## src/rtl/polling_rx_substate.sv

```systemverilog
// ---------------------------------------------------------------------------
// polling_rx_substate
//
// Rx-side Polling controller. While mainLTSSM sits in pollingActive (2) or
// pollingConfiguration (3) it counts consecutive qualifying training sets,
// runs the Polling timeout, and requests the next substate through
// finishRx/gotoRx: pollingConfiguration (3), configurationLinkWidthStart (4)
// or detectQuiet (0, on timeout).
//
// Ports
//   clk        in   1  core clock
//   reset      in   1  asynchronous, active-low reset
//   substateRx in   4  current Rx substate from mainLTSSM
//   osValid    in   1  one decoded ordered set presented this cycle
//   osType     in   2  00=other, 01=TS1, 10=TS2, 11=reserved (treated as other)
//   osLinkNum  in   8  link number field of the TS
//   osLaneNum  in   8  lane number field of the TS
//   finishRx   out  1  level; request to leave the current substate
//   gotoRx     out  4  requested next substate, valid while finishRx=1
//   tsCount    out  4  current consecutive-TS count
//   timeoutHit out  1  one-cycle pulse when a Polling timeout fires
//
// Configuration
//   POLLING_RX_PAD_CHECK_EN  when defined, a TS qualifies only if both its
//                            link and lane numbers are PAD (8'hF7); otherwise
//                            it counts as "other OS". When undefined the
//                            link/lane fields are ignored.
// ---------------------------------------------------------------------------
module polling_rx_substate #(
  parameter int TS_COUNT       = 8,
  parameter int TIMEOUT_ACTIVE = 24000,
  parameter int TIMEOUT_CONFIG = 48000,
  parameter int CNT_W          = 16
) (
  input  logic       clk,
  input  logic       reset,
  input  logic [3:0] substateRx,
  input  logic       osValid,
  input  logic [1:0] osType,
  input  logic [7:0] osLinkNum,
  input  logic [7:0] osLaneNum,
  output logic       finishRx,
  output logic [3:0] gotoRx,
  output logic [3:0] tsCount,
  output logic       timeoutHit
);

  // Controller states
  localparam logic [1:0] ST_IDLE   = 2'd0;
  localparam logic [1:0] ST_ACTIVE = 2'd1;
  localparam logic [1:0] ST_CONFIG = 2'd2;
  localparam logic [1:0] ST_DONE   = 2'd3;

  // mainLTSSM substate encodings
  localparam logic [3:0] SUB_DETECT_QUIET = 4'd0;
  localparam logic [3:0] SUB_POLL_ACTIVE  = 4'd2;
  localparam logic [3:0] SUB_POLL_CONFIG  = 4'd3;
  localparam logic [3:0] SUB_CFG_LWSTART  = 4'd4;

  localparam logic [1:0] OS_TS1 = 2'b01;
  localparam logic [1:0] OS_TS2 = 2'b10;
  localparam logic [7:0] PAD    = 8'hF7;

  localparam logic [3:0]       TS_TARGET  = 4'(TS_COUNT);
  localparam logic [CNT_W-1:0] ACT_LAST   = CNT_W'(TIMEOUT_ACTIVE - 1);
  localparam logic [CNT_W-1:0] CFG_LAST   = CNT_W'(TIMEOUT_CONFIG - 1);
  localparam logic [CNT_W-1:0] TIMER_MAX  = '1;

  logic [1:0]       state;
  logic [3:0]       ts_count;
  logic [CNT_W-1:0] timer;
  logic [3:0]       goto_reg;
  logic             finish_reg;
  logic             timeout_reg;
  logic [3:0]       entry_sub;   // substateRx seen when DONE was entered

  logic       pad_ok;
  logic       qual_ts;
  logic [3:0] count_next;
  logic       ts_reached;
  logic       timer_last;
  logic       in_polling;
  logic [3:0] state_sub;         // substate the current counting state tracks

`ifdef POLLING_RX_PAD_CHECK_EN
  assign pad_ok = (osLinkNum == PAD) && (osLaneNum == PAD);
`else
  assign pad_ok = 1'b1;
  logic unused_fields;
  assign unused_fields = ^{osLinkNum, osLaneNum};
`endif

  assign in_polling = (substateRx == SUB_POLL_ACTIVE) || (substateRx == SUB_POLL_CONFIG);
  assign state_sub  = (state == ST_CONFIG) ? SUB_POLL_CONFIG : SUB_POLL_ACTIVE;

  // NOTE: every signal assigned in an always_comb gets a default at the top,
  // so no path leaves it unassigned and no latch is inferred.
  always_comb begin
    qual_ts    = 1'b0;
    count_next = ts_count;
    timer_last = 1'b0;
    if (state == ST_CONFIG) begin
      qual_ts    = (osType == OS_TS2) && pad_ok;
      timer_last = (timer == CFG_LAST);
    end else begin
      qual_ts    = ((osType == OS_TS1) || (osType == OS_TS2)) && pad_ok;
      timer_last = (timer == ACT_LAST);
    end
    // Cycles without an ordered set neither advance nor clear the run.
    if (osValid) begin
      if (!qual_ts)                   count_next = 4'd0;
      else if (ts_count != TS_TARGET) count_next = ts_count + 4'd1;
    end
  end

  assign ts_reached = (count_next == TS_TARGET);

  // NOTE: sequential state uses non-blocking assignments so every register
  // samples pre-edge values regardless of statement order.
  always_ff @(posedge clk or negedge reset) begin
    if (!reset) begin
      state       <= ST_IDLE;
      ts_count    <= 4'd0;
      timer       <= '0;
      goto_reg    <= SUB_DETECT_QUIET;
      finish_reg  <= 1'b0;
      timeout_reg <= 1'b0;
      entry_sub   <= 4'd0;
    end else begin
      timeout_reg <= 1'b0;
      case (state)
        ST_IDLE: begin
          finish_reg <= 1'b0;
          goto_reg   <= SUB_DETECT_QUIET;
          ts_count   <= 4'd0;
          timer      <= '0;
          if (substateRx == SUB_POLL_ACTIVE)      state <= ST_ACTIVE;
          else if (substateRx == SUB_POLL_CONFIG) state <= ST_CONFIG;
        end

        ST_ACTIVE, ST_CONFIG: begin
          if (!in_polling) begin
            // mainLTSSM left Polling on its own: drop out quietly.
            state    <= ST_IDLE;
            ts_count <= 4'd0;
            timer    <= '0;
          end else if (substateRx != state_sub) begin
            // Direct hop between the two Polling substates restarts counting.
            state    <= (substateRx == SUB_POLL_CONFIG) ? ST_CONFIG : ST_ACTIVE;
            ts_count <= 4'd0;
            timer    <= '0;
          end else begin
            ts_count <= count_next;
            if (timer != TIMER_MAX) timer <= timer + 1'b1;
            // Success is checked first so it wins over a simultaneous timeout.
            if (ts_reached) begin
              state      <= ST_DONE;
              finish_reg <= 1'b1;
              goto_reg   <= (state == ST_CONFIG) ? SUB_CFG_LWSTART : SUB_POLL_CONFIG;
              entry_sub  <= substateRx;
            end else if (timer_last) begin
              state       <= ST_DONE;
              finish_reg  <= 1'b1;
              goto_reg    <= SUB_DETECT_QUIET;
              timeout_reg <= 1'b1;
              entry_sub   <= substateRx;
            end
          end
        end

        default: begin // ST_DONE
          if (substateRx != entry_sub) begin
            state      <= ST_IDLE;
            finish_reg <= 1'b0;
            goto_reg   <= SUB_DETECT_QUIET;
            ts_count   <= 4'd0;
            timer      <= '0;
          end
        end
      endcase
    end
  end

  assign finishRx   = finish_reg;
  assign gotoRx     = goto_reg;
  assign tsCount    = ts_count;
  assign timeoutHit = timeout_reg;

endmodule
```

## config.mk

```make
export PLATFORM = sky130hd
export DESIGN_NAME = polling_rx_substate
export DESIGN_NICKNAME = d
export VERILOG_FILES = /design/src/rtl/polling_rx_substate.sv
export SDC_FILE = /design/constraint.sdc
export NUM_CORES = 1
export LEC_CHECK = 0
export ABC_AREA = 1
export CAP_MARGIN = 40
export CORE_MARGIN = 3
export CORE_UTILIZATION = 40
export DETAILED_ROUTE_END_ITERATION = 10
export DONT_BUFFER_PORTS = 1
export PLACE_DENSITY_LB_ADDON = 0.08
export SETUP_SLACK_MARGIN = 0.2
export SKIP_LAST_GASP = 1
export SLEW_MARGIN = 20
export SYNTH_ARGS = -nofsm -noshare
export SYNTH_HDL_FRONTEND = slang
export SYNTH_SLANG_ARGS = --single-unit
```

## constraint.sdc

```tcl
create_clock -name clk -period 2.1 [get_ports clk]
set_input_delay 0.42 -clock clk [delete_from_list [all_inputs] [get_ports clk]]
set_output_delay 0.42 -clock clk [all_outputs]
set_load 0.005 [all_outputs]
```

==> impl_metrics.env, run 1 <==
export IMPL_start_util_pct=43.2
export IMPL_critical_path_cell_chain="inv_2 -> ha_4 -> inv_2 -> nand2_2 -> inv_2 -> nor3_4 -> nand2_4 -> o21ai_4 -> inv_6 -> nand3_1 -> o21ai_2"
export IMPL_antennaDiodeCount=0
export IMPL_setup_viol_count_final=0
export IMPL_critical_path_depth=11
export IMPL_via_count_of_the_first_global_routing_pass=1701
export IMPL_layout_filler_cells=471
export IMPL_netlist_area_mm2=0.00197
export IMPL_cts_root_buffer="clkbuf_8"
export IMPL_p_leak_uw=0.00102
export IMPL_synthDistinctLibCells=35
export IMPL_holdCritPathClass="in -> reg"
export IMPL_synth_seq_cells=30
export IMPL_power_switching_uw=560
export IMPL_finClkSkew_ns=0.00655
export IMPL_drt_pass1_iterations=4
export IMPL_grt_pass1_wl_um=8050
export IMPL_dp_final_hpwl_um=3310
export IMPL_drv_cap=0
export IMPL_drt_wl_total_um=4540
export IMPL_met2_usage_pct=26.3
export IMPL_path_max_fanout=16
export IMPL_num_io_pins=35
export IMPL_die_w_um=76.2
export IMPL_outcome="completed"
export IMPL_syn_nets=294
export IMPL_buf_inv_on_cp=4
export IMPL_min_delay_path_depth=2
export IMPL_worst_setup_path_type="reg -> reg"
export IMPL_dr_first_iter_drc_count=71
export IMPL_cp_common_cell="inv_2"
export IMPL_rsz_0062_raised_after_global_routing="no"
export IMPL_antenna_found_initial=0
export IMPL_gp_congestion=0.865
export IMPL_grt_util_met3_pct=3.66
export IMPL_worstRegToRegCells=11
export IMPL_clkTransAtPathRegs_ns=0.07
export IMPL_cts_htree_levels=2
export IMPL_cellInternalPower_uw=1000
export IMPL_clock_fmax_mhz=564
export IMPL_yosysWarningCount=0
export IMPL_die_height_um=76.2
export IMPL_total_number_of_vias=1708
export IMPL_clock_insertion_delay_worst_skew_ns=0.28
export IMPL_setup_tns_final_ns=0
export IMPL_drive_gt1_share_pct=17.4
export IMPL_final_max_slew_viol_count=0
export IMPL_portBuffers=0
export IMPL_post_synthesis_area_per_instance_um2=7.53
export IMPL_post_drt_via_cell_ratio=4.94
export IMPL_power_share_switching_pct=35.9
export IMPL_finalCriticalPeriod_ns=1.77
export IMPL_critical_path_startpoint_type="register"
export IMPL_synth_sequential_area_ratio_pct=38.0
export IMPL_synth_enable_flop_cells=0
export IMPL_final_period_utilization_pct=84.4
export IMPL_grt_busiest_layer="met2"
export IMPL_cts_buffers_inserted=5
export IMPL_vdd_drop_max_mv=0.497
export IMPL_data_arrival_time_of_the_worst_path_ns=1.95
export IMPL_numClockSinks=30
export IMPL_reg_power_share_pct=39.8
export IMPL_global_route_usage_total_pct=17.0
export IMPL_timing_final_hold_violations=0
export IMPL_floorplan_core_area_mm2=0.00456
export IMPL_clock_power_share_pct=28.8
export IMPL_worst_hold_slack_ns=0.396
export IMPL_routedWlPerCell_um=13.1
export IMPL_route_detailed_drc=0
export IMPL_gr_total_overflow=0
export IMPL_clock_tree_buffer_depth=2
export IMPL_p_per_cell_area_mw_per_mm2=684
export IMPL_fp_dieArea_mm2=0.00581
export IMPL_cpPeakStageDelay_ns=0.39
export IMPL_placementRows=24
export IMPL_layout_area_overhead_vs_synth_pct=15.5
export IMPL_syn_inst=262
export IMPL_synth_async_sr_flop_share_pct=100
export IMPL_worst_setup_path_end_kind="register"
export IMPL_power_frac_comb_pct=31.4
export IMPL_drt_antenna_violating_nets=0
export IMPL_grt_start_max_net_pins=31
export IMPL_gr_usage_met1_pct=23.7
export IMPL_nets=313
export IMPL_ys_flop_type="dfrtp_1"
export IMPL_critical_path_slowest_cell="dfrtp_1"
export IMPL_cp_top_family="simple AND/OR/NAND/NOR gates"
export IMPL_critPathRequiredTime_ns=2.27
export IMPL_cts_tree="done"
==> layout make-up <==
class / count / area [um2] / share of cell area (%)
multi-input cells: 189 / 1070 / 47.1
flip-flops and latches: 30 / 753 / 33.0
inverters: 38 / 148 / 6.48
repair buffers: 17 / 146 / 6.42
well taps: 65 / 81.3 / 3.57
clock buffers: 7 / 76.3 / 3.35
==> registers in the layout, indices dropped and copies added, names as in the netlist <==
signal,count
timer,16
entry_sub,4
tsCount,4
gotoRx,2
state,2
finishRx,1
timeoutHit,1
==> final timing paths <==
path	from	endpoint	slack (ns)
max	state[0]$_DFFE_PN0P_	timer[9]$_DFFE_PN0P_	0.33
min	substateRx[0]	entry_sub[0]$_DFFE_PN0P_	0.40
max reg2reg	state[0]$_DFFE_PN0P_	timer[9]$_DFFE_PN0P_	0.33
min reg2reg	entry_sub[1]$_DFFE_PN0P_	entry_sub[1]$_DFFE_PN0P_	0.48
max in group asynchronous	reset	state[1]$_DFFE_PN0P_	1.33
min in group asynchronous	reset	tsCount[2]$_DFFE_PN0P_	0.57
==> metal layers <==
metal | up-vias | part of all wire (%)
met1 | 769 | 50
met2 | 37 | 45
met3 | 8 | 3.9
met5 | - | 0
li1 | 894 | -
met4 | 0 | 1.5
==> timing repair <==
action | 4_1_cts | 5_1_grt
pin swaps | 0 | 4
cloned | 0 | 0
setup buffers | 0 | 6
resized for setup | 1 | 13
hold buffers | 2 | 0
hold endpoints to repair | 30 | 0
endpoints found under the setup margin | 21 | 25
==> cell families (layout without fill, tap and decap cells) <==
logic type / Yosys count / count (layout) / synth area share [%]
adders and majority gates: 7 / 7 / 4.44
AOI/OAI and AO/OA: 32 / 32 / 11.2
xor gates and xnor gates: 12 / 12 / 5.33
buffers and inverters: 43 / 62 / 9.19
other: 1 / 1 / 0.190
and+or+nand+nor: 137 / 137 / 31.6
DFF: 30 / 30 / 38.0
==> power by group through the flow <==
stage          Sequential (uW)  Clock [uW]  Combinational (uW)
4_1_cts                    613         461                 449
6_report                   620         450                 490
3_3_place_gp               624           0                 421
2_1_floorplan              622           0                 306
5_1_grt                    624         484                 561
3_5_place_dp               624           0                 425
==> through the flow <==
stage / util [%] / total power, uW / std cells / setup WS [ns] / cell area (um2)
finish: 49.9 / 1560 / 346 / 0.327 / 2280
global route: 49.9 / 1670 / 346 / 0.174 / 2280
CTS: 48.1 / 1520 / 340 / 0.205 / 2190
detailed placement: 45.7 / 1050 / 331 / 0.135 / 2090
global placement: 45.7 / 1040 / 331 / 0.160 / 2090
floorplan: - / 928 / 262 / 0.217 / 1970
==> synth_stat cells (2+ instances only) <==
cell / instances / area, um2
nor2_1: 21 / 78.8
nand3_1: 25 / 125
dfrtp_1: 30 / 751
o21ai_0: 13 / 65.1
nand4_1: 7 / 43.8
inv_1: 32 / 120
nand2_1: 65 / 244
xor2_1: 11 / 96.3
nor3_1: 11 / 55.1
o31ai_1: 2 / 15.0
buf_4: 2 / 15.0
a21oi_1: 2 / 10.0
o22ai_1: 4 / 25.0
o21ai_2: 5 / 43.8
buf_2: 2 / 10.0
ha_1: 7 / 87.6
inv_2: 4 / 15.0
o32ai_1: 2 / 17.5
==> cells in the final DEF (no fill, tap or decap), drive strengths merged <==
cell type     n
inv          38
dfrtp        30
clkbuf        7
a21oi         2
conb          1
nor2         22
o22ai         5
a211oi        1
nor3         13
o32ai         2
nand2        67
o21a          1
xnor2         1
buf          16
xor2         11
nand4         8
o21ai        19
nor3b         1
nand3b        1
ha            7
dlygate4sd3   1
nand3        25
o31ai         2
(Power assumes the default switching activity.)
==> run 2, diff against run 1 <==
==> constraint.sdc (replaced) <==
create_clock -name clk -period 1.64 [get_ports clk]
set_input_delay 0.328 -clock clk [delete_from_list [all_inputs] [get_ports clk]]
set_output_delay 0.328 -clock clk [all_outputs]
set_load 0.005 [all_outputs]
==> run 2 against run 1 <==
  * The flow now finishes with violations (negative setup slack)
  * Clock skew grew 0.0026 ns
  * Die area is the same
  * Largest cell class unchanged
  * Final area rose by 18%
  * Fmax down 1.1%
  * Cell count rose by 9.8%
  * Utilization is 9.1 points higher
  * Critical endpoint is now timer[2]$_DFFE_PN0P_
  * Total power rose by 53%
  * Non-clock buffer count is 35 higher
  * Count of clock-buffer cells in the layout fell by 1
  * Critical path depth did not move
  * Combinational power is 110% higher
==> impl_metrics.env, run 2 (same netlist as run 1, synthesis figures left out) <==
export IMPL_critical_path_slowest_cell="dfrtp_1"
export IMPL_critical_path_startpoint_type="register"
export IMPL_largest_register_ffs=16
export IMPL_numClockSinks=30
export IMPL_final_period_utilization_pct=109
export IMPL_post_drt_via_cell_ratio=4.88
export IMPL_most_used_cells_in_the_layout_excluding_fill_and_tap_cells="54 x nand2_1, 47 x buf_4, 30 x dfrtp_1, 29 x inv_1, 19 x nor2_1"
export IMPL_gr_total_overflow=0
export IMPL_setup_viol_count_final=25
export IMPL_routedWlPerCell_um=12.8
export IMPL_global_route_usage_total_pct=18.6
export IMPL_setup_tns_final_ns=-2.34
export IMPL_num_io_pins=35
export IMPL_portBuffers=0
export IMPL_clock_tree_buffer_depth=2
export IMPL_outcome="finished, violations left"
export IMPL_p_leak_uw=0.00124
export IMPL_drt_pass1_iterations=4
export IMPL_final_max_slew_viol_count=0
export IMPL_cts_htree_levels=2
export IMPL_mostFrequentLayoutCell="nand2_1"
export IMPL_worstRegToRegCells=11
export IMPL_drive_gt1_share_pct=35.6
export IMPL_layout_area_overhead_vs_synth_pct=36.6
export IMPL_dp_final_hpwl_um=3520
export IMPL_timing_final_hold_violations=0
export IMPL_dr_first_iter_drc_count=88
export IMPL_cpPeakStageDelay_ns=0.40
export IMPL_clock_fmax_mhz=557
export IMPL_cts_root_buffer="clkbuf_8"
export IMPL_min_delay_path_depth=2
export IMPL_grt_start_max_net_pins=31
export IMPL_nets=348
export IMPL_holdCritPathClass="in -> reg"
export IMPL_clkTransAtPathRegs_ns=0.06
export IMPL_antenna_found_initial=0
export IMPL_ff2ff_setup_slack_ns=-0.15
export IMPL_placementRows=24
export IMPL_grt_pass1_wl_um=8880
export IMPL_worst_setup_path_end_kind="register"
export IMPL_violations="negative setup slack"
export IMPL_fp_dieArea_mm2=0.00581
export IMPL_regMostFlops="timer"
export IMPL_via_count_of_the_first_global_routing_pass=1938
export IMPL_p_per_cell_area_mw_per_mm2=888
export IMPL_rsz_0062_raised_after_global_routing="yes"
export IMPL_minimum_setup_slack_in_the_final_design_ns=-0.154
export IMPL_gp_congestion=0.896
export IMPL_total_number_of_vias=1856
export IMPL_finClkSkew_ns=0.00916
export IMPL_die_height_um=76.2
export IMPL_floorplan_core_area_mm2=0.00456
export IMPL_cts_tree="done"
export IMPL_drt_wl_total_um=4870
export IMPL_stdcell_count=380
export IMPL_antennaDiodeCount=0
export IMPL_dp_cells=360
export IMPL_critical_path_cell_chain="inv_2 -> ha_4 -> inv_4 -> nand2_2 -> inv_2 -> nor3_4 -> nand2_4 -> o21ai_4 -> buf_6 -> a21oi_2 -> a21oi_1"
export IMPL_drt_antenna_violating_nets=0
export IMPL_cts_buffers_inserted=5
export IMPL_route_detailed_drc=0
export IMPL_cp_common_cell="inv_2"
export IMPL_drv_cap=0
export IMPL_critPathRequiredTime_ns=1.85
export IMPL_vdd_drop_max_mv=0.552
export IMPL_die_w_um=76.2
export IMPL_clock_insertion_delay_worst_skew_ns=0.28
export IMPL_start_util_pct=43.2
export IMPL_worst_setup_path_type="reg -> reg"
export IMPL_finalCriticalPeriod_ns=1.79
export IMPL_finalCoreUtilization_pct=59.0
export IMPL_data_arrival_time_of_the_worst_path_ns=2.01
export IMPL_path_max_fanout=8
==> run 2: cell types whose count changed in the layout (fill, tap and decap cells not counted), moves of 7 or more <==
cell	before	now
nand3_2	1	9
nand3_1	24	15
nand2_2	3	10
buf_4	14	47
nand2_1	63	54
==> run 2: through the flow <==
step	hold slack, ns	total power, uW	worst slack, ns	instance area (um2)
2_1_floorplan	0.0324	1200	-0.203	1990
3_3_place_gp	0.0331	1530	-0.224	2320
3_5_place_dp	0.0332	1530	-0.227	2320
4_1_cts	0.310	2380	-0.129	2620
5_1_grt	0.330	2550	-0.281	2700
6_report	0.316	2390	-0.154	2700
==> run 2: worst paths after layout <==
| kind | to | from |
|---|---|---|
| setup / recovery | timer[2]$_DFFE_PN0P_ | state[0]$_DFFE_PN0P_ |
| hold / removal | entry_sub[0]$_DFFE_PN0P_ | substateRx[0] |
| setup reg to reg | timer[2]$_DFFE_PN0P_ | state[0]$_DFFE_PN0P_ |
| hold reg to reg | entry_sub[1]$_DFFE_PN0P_ | entry_sub[1]$_DFFE_PN0P_ |
| max in group asynchronous | timer[8]$_DFFE_PN0P_ | reset |
| min in group asynchronous | tsCount[3]$_DFFE_PN0P_ | reset |
==> run 2: layout make-up <==
cell class | count | area [um2]
fillers | 435 | 1870
multi-input cells | 189 | 1210
flip-flops and latches | 30 | 751
repair buffers | 52 | 417
inverters | 38 | 151
clock buffers | 6 | 82.6
well taps | 65 | 81.3
==> run 2: power by group <==
part           internal, uW  switching, uW  total [uW]
combinational           474            535        1010
sequential              764           23.4         787
clock                   323            272         595
==> run 2: worst max-delay path: cells and delay by family, from the launching register on <==
| family | cells | cell delay, ns |
|---|---|---|
| AOI/OAI and AO/OA | 3 | 0.35 |
| DFF | 1 | 0.40 |
| buffers and inverters | 4 | 0.36 |
| adders and majority gates | 1 | 0.18 |
| and+or+nand+nor | 3 | 0.43 |
==> run 2: what timing repair did <==
action	CTS	global route
pin swaps	17	8
buffers inserted	8	4
hold buffers	2	0
hold endpoints to repair	30	0
gates resized for setup	37	13
setup endpoints to repair	30	30
==> run 2: per-layer routing <==
layer	share of wire, %	wire length [um]	global-route usage (%)	vias to the layer above
li1	-	-	-	958
met1	46	2260	23.7	864
met2	49	2390	31.0	27
met3	3.2	154	3.78	7
met4	1.4	70	7.07	0
met5	0	0	0	-
